**src/rtl/fifo_arb_pkg.sv**
```systemverilog
// Shared types, default sizes and helpers for the FIFO write-side arbiter.
package fifo_arb_pkg;

  typedef enum logic {
    IDLE  = 1'b0,
    BURST = 1'b1
  } arb_state_e;

  localparam int NREQ_DEF     = 4;
  localparam int DW_DEF       = 32;
  localparam int MAXBURST_DEF = 16;

  function automatic int gnt_w(input int n);
    return $clog2(n);
  endfunction

endpackage

```
**src/rtl/rr_pick.sv**
```systemverilog
// Combinational round-robin picker: first set request after 'last', wrapping.
module rr_pick
  import fifo_arb_pkg::*;
#(
  parameter int NREQ = NREQ_DEF,
  parameter int GW   = gnt_w(NREQ)
) (
  input  logic [NREQ-1:0] req,
  input  logic [GW-1:0]   last,
  output logic            any,
  output logic [GW-1:0]   idx
);

  logic          found;
  logic [GW-1:0] cand;

  // Walk the ring starting just after the previous winner; first hit wins.
  always_comb begin
    any   = |req;
    idx   = '0;
    found = 1'b0;
    cand  = '0;
    for (int k = 1; k <= NREQ; k++) begin
      cand = GW'((int'(last) + k) % NREQ);
      if (!found && req[cand]) begin
        idx   = cand;
        found = 1'b1;
      end
    end
  end

endmodule

```
**src/rtl/fifo_wr_arb.sv**
```systemverilog
// Round-robin arbiter sharing one FIFO write port among NREQ burst producers.
module fifo_wr_arb
  import fifo_arb_pkg::*;
#(
  parameter int NREQ     = NREQ_DEF,
  parameter int DW       = DW_DEF,
  parameter int MAXBURST = MAXBURST_DEF
) (
  input  logic                     clk,
  input  logic                     rst_n,
  input  logic [NREQ-1:0]          req_valid,
  input  logic [NREQ*DW-1:0]       req_data,
  input  logic [NREQ-1:0]          req_last,
  output logic [NREQ-1:0]          req_ready,
  output logic [DW-1:0]            fifo_din,
  output logic                     fifo_wen,
  input  logic                     fifo_full,
  output logic [gnt_w(NREQ)-1:0]   grant_id,
  output logic                     busy
);

  localparam int GW = gnt_w(NREQ);
  localparam int CW = $clog2(MAXBURST + 1);

  arb_state_e    state;
  logic [GW-1:0] last_gnt;
  logic [CW-1:0] beat_cnt;
  logic          pick_any;
  logic [GW-1:0] pick_idx;
  logic          burst_end;
  logic [DW-1:0] data_arr [NREQ];

  for (genvar g = 0; g < NREQ; g++) begin : g_unpack
    assign data_arr[g] = req_data[g*DW +: DW];
  end

  rr_pick #(
    .NREQ (NREQ),
    .GW   (GW)
  ) u_pick (
    .req  (req_valid),
    .last (last_gnt),
    .any  (pick_any),
    .idx  (pick_idx)
  );

  // Gating with rst_n keeps the reset cycle free of writes even mid-burst.
  always_comb begin
    req_ready = '0;
    if (rst_n && busy && !fifo_full) begin
      req_ready[grant_id] = 1'b1;
    end
  end

  assign fifo_wen  = req_valid[grant_id] && req_ready[grant_id];
  assign fifo_din  = data_arr[grant_id];
  assign burst_end = req_last[grant_id] || (beat_cnt == CW'(MAXBURST - 1));

  always_ff @(posedge clk) begin
    if (!rst_n) begin
      state    <= IDLE;
      busy     <= 1'b0;
      grant_id <= '0;
      last_gnt <= GW'(NREQ - 1);
      beat_cnt <= '0;
    end else begin
      case (state)
        IDLE: begin
          if (pick_any) begin
            state    <= BURST;
            busy     <= 1'b1;
            grant_id <= pick_idx;
            last_gnt <= pick_idx;
            beat_cnt <= '0;
          end
        end
        BURST: begin
          if (fifo_wen) begin
            if (burst_end) begin
              state    <= IDLE;
              busy     <= 1'b0;
              beat_cnt <= '0;
            end else begin
              beat_cnt <= beat_cnt + CW'(1);
            end
          end
        end
        default: begin
          state <= IDLE;
          busy  <= 1'b0;
        end
      endcase
    end
  end

endmodule

```
**config.mk**
```make
export PLATFORM = sky130hd
export DESIGN_NAME = fifo_wr_arb
export DESIGN_NICKNAME = d
export VERILOG_FILES = /design/src/rtl/fifo_arb_pkg.sv /design/src/rtl/rr_pick.sv /design/src/rtl/fifo_wr_arb.sv
export SDC_FILE = /design/constraint.sdc
export NUM_CORES = 1
export LEC_CHECK = 0
export CAP_MARGIN = 5
export CELL_PAD_IN_SITES_DETAIL_PLACEMENT = 1
export CELL_PAD_IN_SITES_GLOBAL_PLACEMENT = 2
export CORE_UTILIZATION = 14
export CTS_BUF_LIST = sky130_fd_sc_hd__clkbuf_4 sky130_fd_sc_hd__clkbuf_8
export DETAILED_ROUTE_END_ITERATION = 8
export GPL_TIMING_DRIVEN = 0
export PLACE_DENSITY_LB_ADDON = 0.08
export SETUP_SLACK_MARGIN = 0.4
export SYNTH_ARGS = -nofsm -noshare
export SYNTH_HDL_FRONTEND = slang
export SYNTH_SLANG_ARGS = --single-unit
```
**constraint.sdc**
```tcl
create_clock -name clk -period 2.55 [get_ports clk]
set_input_delay 0.255 -clock clk [delete_from_list [all_inputs] [get_ports clk]]
set_output_delay 0.255 -clock clk [all_outputs]
set_load 0.1 [all_outputs]
```
== Yosys cells after proc, flatten, opt, wreduce, memory -nomap -nowiden ==
Cells that the tools add are included.

* Latch bits: 0
* Memories: 0
* Bits of input ports: 139
* Logic and storage cells: 78
* ROM bits: 0
* Bits in writable memories: 0
* Register bits: 11
* Output and inout port bits: 40

* Bitwise gates (word level): 2
* Shift operators: 0
* Equality and inequality tests: 4
* Reductions and logical operators: 16
* Muxes and demuxes: 39
* $lt $le $gt $ge: 7
* Div/mod/pow operators: 0
* Multipliers: 0
* $add $sub $neg: 5

{| class="wikitable"
|+ Operators with widths
! operator !! count
|-
| $bmux 32 s2 || 1
|-
| $mux 32 || 2
|-
| $mux 1 || 17
|-
| $lt 2x3->1 const B || 5
|-
| $mux 5 || 3
|-
| $bmux 1 s2 || 7
|-
| $pmux 5 s2 || 1
|-
| $mux 2 || 4
|-
| $logic_and 1x1->1 || 7
|-
| $add 5x1->5 const B || 1
|-
| $eq 5x4->1 const B || 1
|-
| $add 2x1->2 const B || 2
|-
| $add 2x2->2 const B || 2
|-
| $logic_not 1->1 || 4
|-
| $mux 4 || 1
|-
| $ne 2x2->1 const B || 2
|-
| $pmux 1 s2 || 2
|-
| $reduce_and 2->1 || 2
|-
| $reduce_or 4->1 || 1
|-
| $ge 3x3->1 const B || 1
|-
| $not 2->3 || 1
|-
| $reduce_and 3->1 || 1
|-
| $demux 1 s2 || 1
|-
| $ge 2x1->1 const B || 1
|-
| other kinds (3) || 3
|}

== Longest topological paths before layout ==
* Depth after elaboration: 13
* Gate-level depth with buffers: 6
* Gate-level depth less buffers: 6

== Hierarchy ==
Synthesis repeated with hierarchy kept, for this count alone.

* Cells, all modules: 121
* Area, all modules: 1428.9 um^2

{| class="wikitable"
|+ By module, submodules not included
! module !! area an instance (um^2) !! cells each !! instances !! seq. area each (um^2)
|-
| fifo_wr_arb || 1347.5 || 107 || 1 || 220.2
|-
| rr_pick || 81.3 || 14 || 1 || 0.0
|}

== Least setup slack after synthesis ==
No wires, ideal clock.

* Path kind: flip-flop to output port
* From: reg grant_id[0]
* To: out req_ready[1]
* Buffers on the path: 2
* Setup slack: -1.488 ns
* Stages on the path, launching flop included: 4
* Arrival: 3.783 ns
* Required time: 2.295 ns
* Cells stage by stage: dfxtp_1 -> buf_4 -> buf_4 -> nor3b_1

* Word-level cells in the longest chain between the ends: 5
* Elaborated cells between the ends (all ways): 6
* Those cells by class: 2 x order compare; 3 x mux; 1 x reduce/logical

{| class="wikitable"
|+ Ends and longest elaborated chain
! element !! RTL line !! source
|-
| from (decl) || fifo_wr_arb.sv:18 || <nowiki>output logic [gnt_w(NREQ)-1:0] grant_id,</nowiki>
|-
| from (signal assigned) || fifo_wr_arb.sv:72 || <nowiki>grant_id <= pick_idx;</nowiki>
|-
| $lt 2x3->1 (not written as such) / $ge 2x1->1 (equally long branches) || fifo_wr_arb.sv:51 || <nowiki>req_ready[grant_id] = 1'b1;</nowiki>
|-
| $logic_and 1x1->1 (not written as such) || fifo_wr_arb.sv:51 ||
|-
| $mux 1 (not written as such) || fifo_wr_arb.sv:51 ||
|-
| $demux 1 s2 * || fifo_wr_arb.sv:51 ||
|-
| $mux 4 * || fifo_wr_arb.sv:50 || <nowiki>if (rst_n && busy && !fifo_full) begin</nowiki>
|-
| to (decl) || fifo_wr_arb.sv:14 || <nowiki>output logic [NREQ-1:0] req_ready,</nowiki>
|}

Mark *: on every way between the ends. The rest lies on a longest branch, timed or not.

== Worst setup path after layout ==
* From: reg grant_id[1]
* To: out req_ready[0]

Same word-level chain as after synthesis.

==> results.yml <==
sta:
  fmax_mhz: 483
  worst_hold_slack_ps: 469
  finalCriticalPeriod_ps: 2070
  relSlewSlack_pct: 32.6
  worst_slew_pin_slew_ps: 1010
  hold_viol: 0
  finalMaxSlewViolations: 0
  clock_skew_ps: 1.57
  setup-violations-final: 0
  setup_tns_ps: 0
  rsz0062_at_grt: "false"
  min_period_over_period_pct: 81.2
die:
  fp.dieH_um: 104
  dieArea_sq_um: 10700
  initial_core_util_pct: 14.6
  rows: 36
  dieWidth_um: 104
  ios: 179
  core_area_sq_um: 9860
logic_synthesis:
  async_reset_ff_share_pct: 0
  netlist_top_cells_area: "mux4_2 (53%), dfxtp_1 (15%), nand2_1 (2.6%)"
  syn_avg_cell_area_sq_um: 12.2
  yosysMostFrequentCell: "mux4_2"
  yosys_warnings: 0
  synth-main-ff-cell: "dfxtp_1"
  synth_top_cells_by_count: "mux4_2 (34), dfxtp_1 (11), nand2_1 (10)"
  syn_nets: 259
  syn_area_sq_um: 1440
  synth_edf_count: 0
  synth_cells: 118
  yosys_register_bits: 11
  yosysTopAreaCell: "mux4_2"
  synth_cell_types: 35
  ys_seq_area_share_pct: 15.3
  synth_top_area_share_pct: 53.0
final_layout:
  fin_cells: 433
  stdcell_area_sq_um: 3430
  area_growth_syn_to_layout_pct: 138
  drive_above_1_share_pct: 31.3
  final_nets: 442
  diodes: 0
detailed_routing:
  dr.first_iter.drc_count: 43
  totalWireLength_um: 9360
  first_pass_iters: 4
  post_drt_wl_per_cell_um: 21.6
  drc: 0
  via_per_inst: 4.34
  ant_nets: 0
  vias: 1880
hold_path:
  whs_path_depth: 2
  hold_path.class: "register to register"
  hp-start: "beat_cnt[4]"
  hold_end: "beat_cnt[4]"
worst_setup_path:
  reg2reg_to: "beat_cnt[0]"
  critPathMaxStageDelay_ps: 590
  cp.buffers_inverters: 3
  crit_fanout: 10
  worstPathArrival_ps: 1810
  r2r_slack_ps: 1080
  path_class: "register to primary output"
  endpoint_kind: "primary output"
  start_kind: "register"
  rr_worst_depth: 6
  crit_chain: "buf_2 > clkbuf_4 > nor3_4 > clkdlybuf4s15_2"
  rr_startpoint: "beat_cnt[0]"
  required_ps: 2300
  cp_top_family: "buffers and inverters"
  slowest_stage: "clkdlybuf4s15_2"
run:
  cap_violations: 0
power_and_ir_drop:
  sw_frac_of_total_pct: 54.4
  p_int_uw: 758
  worst_ir_drop_vdd_mv: 0.220
  powerDensity_nw_per_um2: 485
  power.switching_uw: 906
  p_clk_share_pct: 11.4
  power_frac_seq_pct: 11.7
  combinationalPowerShare_pct: 76.9
  p_leak_uw: 0.00125
  power_uw: 1660
clock_tree:
  htree_num_levels: 1
  cts_sinks: 11
  clk_pin_slew_ps: 50
  numCtsBuffers: 3
  cts_tree: "done"
  cts-root-buf: "clkbuf_8"
  cts.path.max_buffers: 2
  clkLatencyLatePin_ps: 240
  cts_setup_buffers: 0
run_status:
  status: "finished, final reports clean"
placement:
  port_buffers: 178
  hpwl_um: 8040
  dp_cells: 429
  gp_congestion: 0.814
  dpl-instance-area_sq_um: 3430
global_routing:
  grt.overflow.total: 0
  grt_max_degree: 11
  grt_first_pass_wirelength_um: 14100
  antenna_found_initial: 1
  grt_pass1_vias: 1987
  grt_usage_pct: 17.7
-- tightest hold or removal path: cells and delay by family, from the launching register on --
family	cells	cell delay [ps]
and+or+nand+nor	1	60
AOI/OAI and AO/OA	1	60
DFF	1	310
-- registers in the layout (all words and copies together), names as in the netlist --
signal / flops
beat_cnt: 5
grant_id: 2
last_gnt: 2
busy: 1
state: 1
-- per-layer routing --
metal / GRT usage [%] / part of all wire, % / up-vias
met2: 27.5 / 44 / 87
met5: 0 / 0.12 / -
met3: 5.10 / 8.4 / 7
met1: 24.8 / 47 / 926
li1: - / - / 858
met4: 2.48 / 0.51 / 2
-- cell families (layout without fill, tap and decap cells) --
family,Yosys count,in the layout,share of synthesized area [%]
and+or+nand+nor,36,36,13.8
muxes,35,35,53.8
AOI/OAI and AO/OA,20,20,9.79
buffers and inverters,14,196,5.63
DFF,11,11,15.3
adders and majority gates,2,2,1.73
-- final cells by class --
class | count | area (sq um)
Fill cell | 1093 | 6430
Multi-Input combinational cell | 93 | 1170
Tap cell | 133 | 166
Clock buffer | 4 | 48.8
Timing Repair Buffer | 178 | 1720
Buffer | 10 | 81.3
Inverter | 4 | 15.0
Sequential cell | 11 | 226
-- how the worst max path moves through the flow --
stage	slack (ps)	to	cells past startpoint	start
finish	480	req_ready[0]	4	grant_id[1]
global route	400	fifo_din[14]	4	grant_id[1]
CTS	190	fifo_din[14]	4	grant_id[1]
detailed placement	-200	req_ready[2]	5	rst_n
global placement	-170	req_ready[2]	5	rst_n
floorplan	450	req_ready[1]	3	grant_id[0]
-- per-stage QoR --
stage	utilization (%)	setup slack, ps
after global placement	34.8	-173
final	34.8	480
after CTS	34.5	187
after floorplan	-	449
after global routing	34.8	400
after detailed placement	34.8	-196
-- power groups by stage --
stage	registers [uW]	clock network [uW]	logic [uW]
after detailed placement	199	0	1310
after global routing	197	210	1330
after global placement	199	0	1300
after CTS	196	197	1270
final	195	189	1280
after floorplan	231	0	848
-- timing repair --
action                                  CTS  global route
gates cloned                              0             0
pin swaps                                 0             0
endpoints found under the setup margin   37            25
gates resized for setup                 182            22
hold buffers                              0             0
-- cell usage in the layout (no fill, tap or decap), types with 3 or more instances in the layout --
| cell type | instances |
|---|---|
| a21boi_1 | 4 |
| buf_2 | 3 |
| buf_4 | 22 |
| buf_6 | 4 |
| clkbuf_4 | 9 |
| clkbuf_8 | 3 |
| clkdlybuf4s15_2 | 8 |
| clkdlybuf4s50_1 | 141 |
| dfxtp_1 | 8 |
| inv_1 | 4 |
| mux4_2 | 34 |
| nand2_1 | 10 |
| nand3_1 | 4 |
| nor2_1 | 5 |
| o211ai_1 | 4 |
| o21ai_1 | 3 |
Note: power is estimated with default switching activity, not from simulation.
==> patch (same settings) <==
`NREQ_DEF`: 4 -> 2.
--- a/src/rtl/fifo_arb_pkg.sv
+++ b/src/rtl/fifo_arb_pkg.sv
@@ -8,3 +8,3 @@
 
-  localparam int NREQ_DEF     = 4;
+  localparam int NREQ_DEF     = 2;
   localparam int DW_DEF       = 32;
Interface: changed (5 resized); port bits go from 179 to 108. No check against the original RTL was run, so the function may have changed too.
==> patch against the unedited design <==
Clock power shrank 3%. Critical path depth is the same. Critical endpoint is now fifo_din[17]. Worst hold slack gained 0.0057 ns. Register-to-register slack lost 0.20 ns. Routed wire length shrank 53%. Power shrank 43%. Largest power group unchanged. Final cell count shrank 36%. Synthesized area shrank 40%. Combinational power shrank 52%. Setup slack lost 0.0093 ns. Cell area shrank 40%. Sequential cell count shrank 2.
==> patch: results (changes against the unedited design) <==
| Metric | Value |
|---|---|
| Status | `finished, final reports clean (unchanged)` |
| Initial Util | `14.5% (was 14.6%)` |
| Clock Latency Late Sink | `0.24 ns (about the same)` |
| Worst min-delay path class | `reg2reg (unchanged)` |
| Initial antenna violation count | `0 (was 1)` |
| Skew final | `0.00516 ns (was 0.00157 ns)` |
| Synth Warn # | `0 (unchanged)` |
| FFs w/ async S/R, synth | `0% (unchanged)` |
| Layout cells sized above 1 | `37.7% (was 31.3%)` |
| Setup slack, reg-to-reg | `0.88 ns (was 1.08 ns)` |
| CTS tree | `yes (unchanged)` |
| Final #Nets | `278 (was 442)` |
| Clock-pin slew on the worst setup and hold paths | `0.05 ns (about the same)` |
| Reg with most FFs | `beat_cnt (unchanged)` |
| Number of flip-flops under the largest register name | `5 (unchanged)` |
| CP endpoint | `fifo_din[17] (was req_ready[0])` |
| Placed Area | `2030 um2 (was 3430 um2)` |
| GPL Wtd Cong | `0.725 (was 0.814)` |
| Reg-to-Reg End | `beat_cnt[4] (was beat_cnt[0])` |
| Initial drt markers | `21 (was 43)` |
| Synth unique cells | `30 (was 35)` |
| Syn nets | `166 (was 259)` |
| H-tree depth | `1 (unchanged)` |
| Crit. Startpoint | `grant_id (was grant_id[1])` |
| Cells taking the most area after synthesis | `mux2_2, dfxtp_1, a21oi_1 (was mux4_2, dfxtp_1, nand2_1)` |
| Leak | `0.805 nW (was 1.25 nW)` |
| Dpl hpwl | `3.70 mm (was 8.04 mm)` |
| Drt pass-1 iters | `4 (unchanged)` |
| Maximum clock path buffer count | `2 (unchanged)` |
| Top post-synthesis cells by count | `mux2_2, dfxtp_1, nand2_1 (was mux4_2, dfxtp_1, nand2_1)` |
| CP Launch Type | `register (unchanged)` |
| Fill count | `705 (was 1093)` |
| Worst reg2reg startpoint | `beat_cnt[0] (unchanged)` |
| Relative slew slack | `33.3% (was 32.6%)` |
| Max VDD drop | `258 uV (was 220 uV)` |
| GRT Total Usage | `13.0% (was 17.7%)` |
| Vias | `1187 (was 1880)` |
| Pin count of the biggest net entering global routing | `11 (unchanged)` |
| Top FF cell, synth | `dfxtp_1 (unchanged)` |
| First-pass GRT wire length | `6.38 mm (was 14.1 mm)` |
| Worst reg2reg path depth | `6 (unchanged)` |
| Worst Path Max Fanout | `10 (unchanged)` |
| Root Driver | `clkbuf_8 (unchanged)` |
| IO buf count | `107 (was 178)` |
| Antenna diode count | `0 (unchanged)` |
| Num CTS Buffers | `3 (unchanged)` |
| Post-synthesis sequential area ratio | `20.8% (was 15.3%)` |
| Drt wl/cell | `15.6 um (was 21.6 um)` |
patch: cell types whose count changed in the layout (fill, tap and decap cells not counted), sizes merged, moves of 3 or more:
cell | before | now
a21boi | 4 | 0
a21oi | 2 | 5
buf | 29 | 15
clkbuf | 13 | 4
clkdlybuf4s15 | 8 | 19
clkdlybuf4s50 | 141 | 72
dlygate4sd2 | 0 | 5
mux2 | 1 | 34
mux4 | 34 | 0
nand2 | 10 | 6
nand3 | 5 | 2
nor2 | 7 | 3
patch: critical path, stage by stage (launching register included):
cell             delay, ns
dfxtp_2               0.33
buf_6                 0.14
buf_2                 0.26
mux2_2                0.38
clkdlybuf4s15_2       0.46
patch: through the flow:
step | utilization [%] | hold WS, ns | instances | setup TNS, ns | setup WS [ns]
after floorplan | - | 0.344 | 93 | 0 | 0.215
after global placement | 34.2 | 0.457 | 275 | -0.110 | -0.110
after detailed placement | 34.2 | 0.474 | 275 | -0.111 | -0.111
after CTS | 35.5 | 0.481 | 279 | 0 | 0.446
after global routing | 34.3 | 0.515 | 279 | 0 | 0.401
final | 34.3 | 0.474 | 279 | 0 | 0.471
patch: area by class of cell:
type                            instances  area [um2]  share of cell area (%)
Timing Repair Buffer                  107        1030                    50.5
Multi-Input combinational cell         74         639                    31.3
Tap cell                               75        93.8                    4.59
Inverter                                6        22.5                    1.10
Clock buffer                            4        48.8                    2.39
Buffer                                  4        26.3                    1.28
Sequential cell                         9         181                    8.87
patch: worst min path at each step:
| stage | startpoint | to | slack (ns) | depth (start not counted) |
|---|---|---|---|---|
| after floorplan | rst_n | last_gnt | 0.34 | 1 |
| after global placement | beat_cnt[4] | beat_cnt[4] | 0.46 | 2 |
| after detailed placement | beat_cnt[4] | beat_cnt[4] | 0.47 | 2 |
| after CTS | beat_cnt[4] | beat_cnt[4] | 0.48 | 2 |
| after global routing | beat_cnt[1] | beat_cnt[1] | 0.51 | 2 |
| final | beat_cnt[4] | beat_cnt[4] | 0.47 | 2 |
patch: repair_timing:
action                                  CTS  global route
endpoints found under the setup margin   35            11
gates cloned                              0             0
buffers inserted                          0             0
gates resized for setup                  95            22
patch: where the power goes:
part | switching [mW] | internal, mW | leakage (nW)
Sequential | 0.00420 | 0.146 | 0.0740
Clock | 0.0638 | 0.120 | 0.0262
Combinational | 0.421 | 0.196 | 0.705
Total | 0.489 | 0.463 | 0.805
patch: routing by layer:
| layer | GRT usage, % | share of wire [%] |
|---|---|---|
| met5 | 0 | 0 |
| met4 | 3.75 | 1.1 |
| met3 | 3.07 | 11 |
| met2 | 21.5 | 44 |
| met1 | 16.4 | 44 |
patch: kinds of logic after synthesis:
family                     share of synthesized area (%)
AOI/OAI and AO/OA                                   11.6
adders and majority gates                           2.89
buffers and inverters                               5.64
DFF                                                 20.8
muxes                                               45.9
and+or+nand+nor                                     13.2
